## src/rtl/conv_pkg.sv

```systemverilog
// Shared types and constants for the 1D-convolution controller and its MAC datapath.
package conv_pkg;

   localparam int DATA_W = 14;
   localparam int ACC_W  = 28;

   typedef enum logic [2:0] {
      ST_IDLE     = 3'd0,
      ST_LOAD_F   = 3'd1,
      ST_LOAD_X   = 3'd2,
      ST_COMPUTE  = 3'd3,
      ST_DRAIN    = 3'd4,
      ST_WAIT_OUT = 3'd5
   } ctrl_state_t;

   // Cycles from a memory-read issue to the matching accumulator enable.
   function automatic int acc_offset(input int mult_lat);
      return 2 + mult_lat;
   endfunction

endpackage

```

## src/rtl/mac_en_delay.sv

```systemverilog
// Delay line turning a tap-issue pulse into the MAC stage enables.
module mac_en_delay
   import conv_pkg::*;
#(
   parameter  int MULT_LAT = 1,
   localparam int DEPTH    = acc_offset(MULT_LAT)
) (
   input  logic             i_clk,
   input  logic             i_reset,
   input  logic             i_issue,
   output logic             o_enable_mult,
   output logic             o_en_pipeline_reg,
   output logic             o_en_acc,
   output logic [DEPTH-1:0] o_stages
);

   logic [DEPTH-1:0] r_sr;

   // Shift the issue pulse one stage per cycle.
   always_ff @(posedge i_clk) begin
      if (i_reset) begin
         r_sr <= '0;
      end else begin
         r_sr <= {r_sr[DEPTH-2:0], i_issue};
      end
   end

   assign o_enable_mult     = r_sr[0];
   assign o_en_pipeline_reg = r_sr[MULT_LAT];
   assign o_en_acc          = r_sr[DEPTH-1];
   assign o_stages          = r_sr;

endmodule

```

## src/rtl/conv1d_mac_ctrl.sv

```systemverilog
// Load/compute sequencer for the 1D-convolution MAC: fills weight and sample
// memories from a stream, then steps the MAC through every valid-mode window.
module conv1d_mac_ctrl
   import conv_pkg::*;
#(
   parameter  int N        = 8,
   parameter  int M        = 4,
   parameter  int MULT_LAT = 1,
   localparam int FW       = (M > 1) ? $clog2(M) : 1,
   localparam int XW       = (N > 1) ? $clog2(N) : 1
) (
   input  logic          i_clk,
   input  logic          i_reset,
   input  logic          i_s_valid,
   output logic          o_s_ready,
   output logic [FW-1:0] o_addr_f,
   output logic [XW-1:0] o_addr_x,
   output logic          o_wr_en_f,
   output logic          o_wr_en_x,
   output logic          o_enable_mult,
   output logic          o_en_pipeline_reg,
   output logic          o_en_acc,
   output logic          o_clear_acc,
   output logic          o_clear_pipeline_mult,
   output logic          o_m_valid,
   input  logic          i_m_ready,
   output logic          o_done
);

   localparam int DEPTH = acc_offset(MULT_LAT);
   localparam logic [FW-1:0] TAP_LAST = FW'(M - 1);
   localparam logic [XW-1:0] F_LAST   = XW'(M - 1);
   localparam logic [XW-1:0] X_LAST   = XW'(N - 1);
   localparam logic [XW-1:0] OUT_LAST = XW'(N - M);

   ctrl_state_t r_state, w_next_state;
   logic [FW-1:0] r_tap, w_next_tap;
   logic [XW-1:0] r_out_idx, w_next_out_idx;
   logic [XW-1:0] r_load_idx, w_next_load_idx;
   logic w_issue, w_s_ready, w_clr_pipe, w_clr_acc, w_m_valid, w_done;
   logic w_wr_f, w_wr_x;
   logic [FW-1:0] w_addr_f;
   logic [XW-1:0] w_addr_x;
   logic w_en_mult, w_en_pipe, w_en_acc;
   logic [DEPTH-1:0] w_stages;

   mac_en_delay #(.MULT_LAT(MULT_LAT)) u_delay (
      .i_clk             (i_clk),
      .i_reset           (i_reset),
      .i_issue           (w_issue),
      .o_enable_mult     (w_en_mult),
      .o_en_pipeline_reg (w_en_pipe),
      .o_en_acc          (w_en_acc),
      .o_stages          (w_stages)
   );

   // State and counter registers.
   always_ff @(posedge i_clk) begin
      if (i_reset) begin
         r_state    <= ST_IDLE;
         r_tap      <= '0;
         r_out_idx  <= '0;
         r_load_idx <= '0;
      end else begin
         r_state    <= w_next_state;
         r_tap      <= w_next_tap;
         r_out_idx  <= w_next_out_idx;
         r_load_idx <= w_next_load_idx;
      end
   end

   // Next-state and output decode.
   always_comb begin
      w_next_state    = r_state;
      w_next_tap      = r_tap;
      w_next_out_idx  = r_out_idx;
      w_next_load_idx = r_load_idx;
      w_issue         = 1'b0;
      w_s_ready       = 1'b0;
      w_clr_pipe      = 1'b0;
      w_clr_acc       = 1'b0;
      w_m_valid       = 1'b0;
      w_done          = 1'b0;
      w_wr_f          = 1'b0;
      w_wr_x          = 1'b0;
      w_addr_f        = '0;
      w_addr_x        = '0;
      case (r_state)
         ST_IDLE: begin
            // Clearing the accumulator here guarantees the first window starts at 0.
            w_s_ready  = 1'b1;
            w_clr_pipe = 1'b1;
            w_clr_acc  = 1'b1;
            w_wr_f     = i_s_valid;
            if (i_s_valid) begin
               if (M == 1) begin
                  w_next_state    = ST_LOAD_X;
                  w_next_load_idx = '0;
               end else begin
                  w_next_state    = ST_LOAD_F;
                  w_next_load_idx = XW'(1);
               end
            end else begin
               w_next_state = ST_IDLE;
            end
         end
         ST_LOAD_F: begin
            w_s_ready  = 1'b1;
            w_clr_pipe = 1'b1;
            w_addr_f   = r_load_idx[FW-1:0];
            w_wr_f     = i_s_valid;
            if (i_s_valid && (r_load_idx == F_LAST)) begin
               w_next_state    = ST_LOAD_X;
               w_next_load_idx = '0;
            end else if (i_s_valid) begin
               w_next_load_idx = r_load_idx + XW'(1);
            end else begin
               w_next_load_idx = r_load_idx;
            end
         end
         ST_LOAD_X: begin
            w_s_ready  = 1'b1;
            w_clr_pipe = 1'b1;
            w_addr_x   = r_load_idx;
            w_wr_x     = i_s_valid;
            if (i_s_valid && (r_load_idx == X_LAST)) begin
               w_next_state    = ST_COMPUTE;
               w_next_load_idx = '0;
               w_next_tap      = '0;
               w_next_out_idx  = '0;
            end else if (i_s_valid) begin
               w_next_load_idx = r_load_idx + XW'(1);
            end else begin
               w_next_load_idx = r_load_idx;
            end
         end
         ST_COMPUTE: begin
            w_issue  = 1'b1;
            w_addr_f = r_tap;
            w_addr_x = r_out_idx + XW'(r_tap);
            if (r_tap == TAP_LAST) begin
               w_next_state = ST_DRAIN;
               w_next_tap   = '0;
            end else begin
               w_next_tap = r_tap + FW'(1);
            end
         end
         ST_DRAIN: begin
            // Leave once only the final tap remains in flight, at its accumulate stage.
            if (w_stages[DEPTH-1] && (w_stages[DEPTH-2:0] == '0)) begin
               w_next_state = ST_WAIT_OUT;
            end else begin
               w_next_state = ST_DRAIN;
            end
         end
         ST_WAIT_OUT: begin
            w_m_valid = 1'b1;
            w_addr_x  = r_out_idx + XW'(1);
            if (i_m_ready && (r_out_idx < OUT_LAST)) begin
               w_clr_acc      = 1'b1;
               w_issue        = 1'b1;
               w_next_out_idx = r_out_idx + XW'(1);
               if (M == 1) begin
                  w_next_state = ST_DRAIN;
                  w_next_tap   = '0;
               end else begin
                  w_next_state = ST_COMPUTE;
                  w_next_tap   = FW'(1);
               end
            end else if (i_m_ready) begin
               w_clr_acc      = 1'b1;
               w_done         = 1'b1;
               w_next_out_idx = '0;
               w_next_state   = ST_IDLE;
            end else begin
               w_next_state = ST_WAIT_OUT;
            end
         end
         default: begin
            w_next_state = ST_IDLE;
         end
      endcase
   end

   assign o_s_ready             = w_s_ready  & ~i_reset;
   assign o_addr_f              = i_reset ? '0 : w_addr_f;
   assign o_addr_x              = i_reset ? '0 : w_addr_x;
   assign o_wr_en_f             = w_wr_f     & ~i_reset;
   assign o_wr_en_x             = w_wr_x     & ~i_reset;
   assign o_enable_mult         = w_en_mult  & ~i_reset;
   assign o_en_pipeline_reg     = w_en_pipe  & ~i_reset;
   assign o_en_acc              = w_en_acc   & ~i_reset;
   assign o_clear_acc           = w_clr_acc  & ~i_reset;
   assign o_clear_pipeline_mult = w_clr_pipe & ~i_reset;
   assign o_m_valid             = w_m_valid  & ~i_reset;
   assign o_done                = w_done     & ~i_reset;

endmodule

```

## config.mk

```make
export PLATFORM = sky130hd
export DESIGN_NAME = conv1d_mac_ctrl
export DESIGN_NICKNAME = d
export VERILOG_FILES = /design/src/rtl/conv_pkg.sv /design/src/rtl/mac_en_delay.sv /design/src/rtl/conv1d_mac_ctrl.sv
export SDC_FILE = /design/constraint.sdc
export NUM_CORES = 1
export LEC_CHECK = 0
export ABC_AREA = 1
export BUFFER_PORTS_ARGS = -buffer_cell sky130_fd_sc_hd__buf_2
export CAP_MARGIN = 20
export CORE_ASPECT_RATIO = 1.75
export CORE_MARGIN = 1.5
export CORE_UTILIZATION = 45
export DETAILED_ROUTE_END_ITERATION = 7
export PLACE_DENSITY_LB_ADDON = 0.3
export SETUP_SLACK_MARGIN = 0.02
export SLEW_MARGIN = 20
export SYNTH_ARGS = -nofsm -noshare
export SYNTH_HDL_FRONTEND = slang
export SYNTH_SLANG_ARGS = --single-unit
```

## constraint.sdc

```tcl
create_clock -name i_clk -period 4.5 [get_ports i_clk]
set_input_delay 0.45 -clock i_clk [delete_from_list [all_inputs] [get_ports i_clk]]
set_output_delay 0.45 -clock i_clk [all_outputs]
set_load 0.02 [all_outputs]
```

==> impl_metrics.toml, run 1 <==
[run_status]
status = "finished clean"

[pwr]
p_total_mw = 0.636
total_leakage_power_nw = 0.704
p_per_area_nw_per_um2 = 464
ir_worst_vdd_v = 0.000258

[job]
drv_cap = 0

[drt]
dr.pass1.iters = 5
vias = 1173
via_per_inst = 5.28
wl_per_cell_um = 12.1
drt_iter0_drc = 53
drc = 0
drt_wl_total_um = 2680
drtAntennaViolNets = 0

[yosys]
yosys_register_bits = 14
yosys_warnings = 0
synthTopCellsByCount = "nand2_1 (38), inv_1 (26), nor2_1 (20)"
syn_avg_cell_area_sq_um = 6.95
synth_cells = 180
synth.largest_area_cell = "dfxtp_1"
syn-num-nets = 191
synth_top_cell_area_share_pct = 22.4
syn_area_sq_um = 1250
synth_enable_flop_cells = 0
yosys.cell_types.count = 34
async_flop_share_pct = 0
synth.area.top_cells = "dfxtp_1 (22%), nand2_1 (11%), inv_1 (7.8%)"
yosysSeqAreaShare_pct = 22.4
synth.most_common_cell = "nand2_1"
ys.flop_type = "dfxtp_1"

[hold_path]
whs_path_depth = 2
worst_hold_path.endpoint = "u_delay.o_stages[2]"
holdCritStartpoint = "u_delay.o_stages[1]"
hold_class = "reg -> reg"

[setup_path]
cp_max_fo = 5
cp.required_ns = 4.05
critPathCaptureType = "output port"
rr_worst_depth = 8
reg2reg_to = "r_state[0]"
reg2reg_slack_ns = 2.96
path_cells = "ha_1 -> inv_1 -> fa_1 -> or2_0 -> nand3_1 -> o21ai_1 -> o21ai_1 -> inv_1 -> buf_2"
r2r-start = "r_load_idx[1]"
path_class = "reg -> out"
cp.arrival_ns = 1.92
cp_slowest_cell = "dfxtp_1"
cp_slowest_stage_delay_ns = 0.40
critPathLaunchType = "register"

[die]
die_width_um = 42.9
die_area_sq_um = 3120
fp.dieH_um = 72.8
core_area_sq_um = 2660
start_util_pct = 47.1
io_pins = 19
row_count = 25

[place]
gp_congestion = 0.928
dp_cells = 218
io_buffer_count = 18
pre_cts_slack_ns = 2.41
dpl.hpwl_um = 2100

[clock_tree]
clk-insertion-delay-late_ns = 0.25
cts_buffers = 3
cts_tree = "built"
root_buffer = "clkbuf_8"
cts-resized-gates = 0
cts_setup_buffers = 0
clock_path_buffers = 2
clkSinkCount = 14
htree_levels = 1
clkTransAtPathRegs_ns = 0.06
ctsHoldBuffers = 0

[sta]
fin_crit_sh_pct = 52.6
whs_ns = 0.460
rsz0062_at_grt = "no"
fmax_mhz = 422
maxSlewHeadroom_pct = 58.4
fin_ws_ns = 2.13
clock_skew_ns = 0.00519
tightest_slew_ns = 0.624
hold_violations = 0
maxSlewViolCount = 0
finalSetupTns_ns = 0
fin_crit_ns = 2.37
setup_viol = 0

[finish]
fin_cells = 222
drive_above_1_share_pct = 27.2
diodes = 0
nets = 207
area_growth_pct = 9.60

[global_routing]
first_global_vias = 1074
overflow = 0
grt_max_degree = 20
grt_pass1_wl_um = 4550
grt_usage_pct = 18.8
antenna_found_initial = 0
## worst max-delay path, delay by kind of cell (launching register included)
kind	cells	cell delay, ns
AND/OR/NAND/NOR	2	0.29
AO/OA/AOI/OAI	2	0.18
flip-flops	1	0.40
adder cells (fa/ha/maj)	2	0.54
buffers and inverters	3	0.24
## worst max-delay path by stage
stage | start | endpoint | slack, ns | cells past startpoint
3_5_place_dp | r_tap[0] | o_addr_x[2] | 2.41 | 9
6_report | r_tap[0] | o_addr_x[2] | 2.13 | 9
4_1_cts | r_tap[0] | o_addr_x[2] | 2.13 | 9
2_1_floorplan | r_tap[0] | o_addr_x[2] | 2.59 | 8
5_1_grt | r_tap[0] | o_addr_x[2] | 2.03 | 9
3_3_place_gp | r_tap[0] | o_addr_x[2] | 2.44 | 9
## per-stage QoR
step	util, %	cell area, sq um
2_1_floorplan	-	1250
3_3_place_gp	49.5	1320
3_5_place_dp	49.5	1320
4_1_cts	51.6	1370
5_1_grt	51.6	1370
6_report	51.6	1370
## cells by family after synthesis
kind of cell             count (synthesis)  share of synthesized area [%]
XOR/XNOR                                 2                           1.40
adder cells (fa/ha/maj)                  7                           7.60
AND/OR/NAND/NOR                         97                           42.8
AO/OA/AOI/OAI                           20                           10.6
buffers and inverters                   40                           15.2
flip-flops                              14                           22.4
## sequential cells by signal, indices dropped and copies added, names as in the netlist
name,cells
r_state,3
r_load_idx,3
r_out_idx,3
u_delay.o_stages,3
r_tap,2
## power breakdown
group | switching [mW] | internal [mW]
Clock | 0.0475 | 0.0775
Sequential | 0.0577 | 0.151
Combinational | 0.195 | 0.108
Total | 0.300 | 0.336
## per-layer routing
| layer | wire [um] | track usage [%] | part of all wire, % | vias to the layer above |
|---|---|---|---|---|
| met4 | 61 | 9.72 | 2.3 | 0 |
| li1 | - | - | - | 591 |
| met1 | 1070 | 20.9 | 40 | 535 |
| met3 | 118 | 2.23 | 4.4 | 8 |
| met2 | 1430 | 33.8 | 53 | 39 |
| met5 | 0 | 0 | 0 | - |
## cell type report
type	count	area [sq um]
Timing Repair Buffer	18	90.1
Fill cell	271	1290
Sequential cell	14	280
Tap cell	27	33.8
Inverter	33	131
Multi-Input combinational cell	126	781
Clock buffer	4	55.1
## cell usage in the layout, fill, tap and decap left out, types with 3 or more instances in the layout
| master | instances |
|---|---|
| a21oi_1 | 6 |
| a21oi_2 | 5 |
| buf_2 | 18 |
| clkbuf_8 | 4 |
| dfxtp_1 | 14 |
| ha_1 | 6 |
| inv_1 | 26 |
| inv_2 | 4 |
| nand2_1 | 38 |
| nand2_2 | 3 |
| nand2_4 | 4 |
| nand3_1 | 15 |
| nand3_2 | 4 |
| nor2_1 | 20 |
(Power assumes the default switching activity.)
==> run 2: changes to the inputs <==
==> constraint.sdc (replaced) <==
create_clock -name i_clk -period 2.5 [get_ports i_clk]
set_input_delay 0.25 -clock i_clk [delete_from_list [all_inputs] [get_ports i_clk]]
set_output_delay 0.25 -clock i_clk [all_outputs]
set_load 0.02 [all_outputs]
==> impl_metrics.toml, run 2 (synthesis results as in run 1) <==
[run_status]
status = "finished clean"

[finish]
drive_above_1_share_pct = 27.2
area_growth_pct = 9.60
diodes = 0
layout_common_cells = "nand2_1 (38), inv_1 (26), nor2_1 (20), buf_2 (18), nand3_1 (15)"
layout_commonest_cell = "nand2_1"
nFillCells = 263
nets = 207

[drt]
via_per_inst = 5.09
drt_iter0_drc = 23
drc = 0
dr.pass1.iters = 4
drt_wl_total_um = 2620
vias = 1129
drtAntennaViolNets = 0
wl_per_cell_um = 11.8

[clock_tree]
htree_levels = 1
clock_path_buffers = 2
root_buffer = "clkbuf_8"
cts_tree = "built"
clk-insertion-delay-late_ns = 0.25
ctsHoldBuffers = 0
cts_buffers = 3
clkTransAtPathRegs_ns = 0.06
clkSinkCount = 14
cts-resized-gates = 0
cts_setup_buffers = 0

[setup_path]
cp.arrival_ns = 1.93
crit_family = "adder cells"
cp_slowest_stage_delay_ns = 0.41
path_class = "reg -> out"
cp.required_ns = 2.25
cp_slowest_cell = "dfxtp_1"
cp_max_fo = 5
rr_worst_depth = 8
critPathCaptureType = "output port"
critPathLaunchType = "register"
critPathBufInv = 3
path_depth = 9
path_cells = "ha_1 -> inv_1 -> fa_1 -> or2_0 -> nand3_1 -> o21ai_1 -> o21ai_1 -> inv_1 -> buf_2"

[sta]
clock_skew_ns = 0.00569
whs_ns = 0.360
maxSlewViolCount = 0
maxSlewHeadroom_pct = 58.1
tightest_slew_ns = 0.628
fin_crit_sh_pct = 87.3
fin_crit_ns = 2.18
finalSetupTns_ns = 0
setup_viol = 0
rsz0062_at_grt = "no"
hold_violations = 0
fmax_mhz = 458

[job]
drv_cap = 0

[global_routing]
overflow = 0
first_global_vias = 1064
grt_usage_pct = 18.5
grt_max_degree = 20
antenna_found_initial = 0
grt_pass1_wl_um = 4470

[place]
dpl.hpwl_um = 2090
gp_congestion = 0.928
io_buffer_count = 18

[hold_path]
whs_path_depth = 4
hold_class = "in -> reg"

[die]
start_util_pct = 47.1
die_width_um = 42.9
die_area_sq_um = 3120
io_pins = 19
core_area_sq_um = 2660
fp.dieH_um = 72.8
row_count = 25

[pwr]
p_per_area_nw_per_um2 = 832
total_leakage_power_nw = 0.704
ir_worst_vdd_v = 0.000461
-- run 2: final timing paths --
path	end	slack (ns)	startpoint
min reg2reg	u_delay.o_stages[2]	0.46	u_delay.o_stages[1]
max reg2reg	r_state[0]	0.98	r_load_idx[1]
max	o_addr_x[2]	0.32	r_tap[0]
min	r_state[2]	0.36	i_m_ready
-- run 2: metal layers --
layer  vias to the layer above  track usage [%]  share of wire (%)
met5                         -                0                  0
met2                        23             33.0                 51
li1                        590                -                  -
met3                         7             2.97                3.1
met4                         0             8.68                2.2
met1                       509             20.7                 43
-- run 2: cell type report --
class                   count  area, sq um  share of cell area [%]
multi-input cells         126          781                    56.9
well taps                  27         33.8                    2.46
repair buffers             18         90.1                    6.57
inverters                  33          131                    9.58
clock buffers               4         55.1                    4.01
flip-flops and latches     14          280                    20.4
-- run 2: power by group --
group	switching [mW]	leakage, nW	internal (mW)
Sequential	0.105	0.114	0.271
Clock	0.0865	0.0288	0.140
Combinational	0.345	0.562	0.194
Total	0.536	0.704	0.604
-- run 2: worst min-delay path: cells and delay by family --
kind	cells	cell delay (ns)
AOI/OAI and AO/OA	1	0.07
buffers and inverters	1	0.12
and+or+nand+nor	2	0.13
-- run 2: per-stage QoR --
stage / util [%] / std cells / power, mW / area [sq um] / setup slack, ns
finish: 51.6 / 222 / 1.14 / 1370 / 0.318
global route: 51.6 / 222 / 1.24 / 1370 / 0.208
CTS: 51.6 / 222 / 1.15 / 1370 / 0.311
detailed placement: 49.5 / 218 / 0.912 / 1320 / 0.595
global placement: 49.5 / 218 / 0.903 / 1320 / 0.645
floorplan: - / 180 / 0.833 / 1250 / 0.792
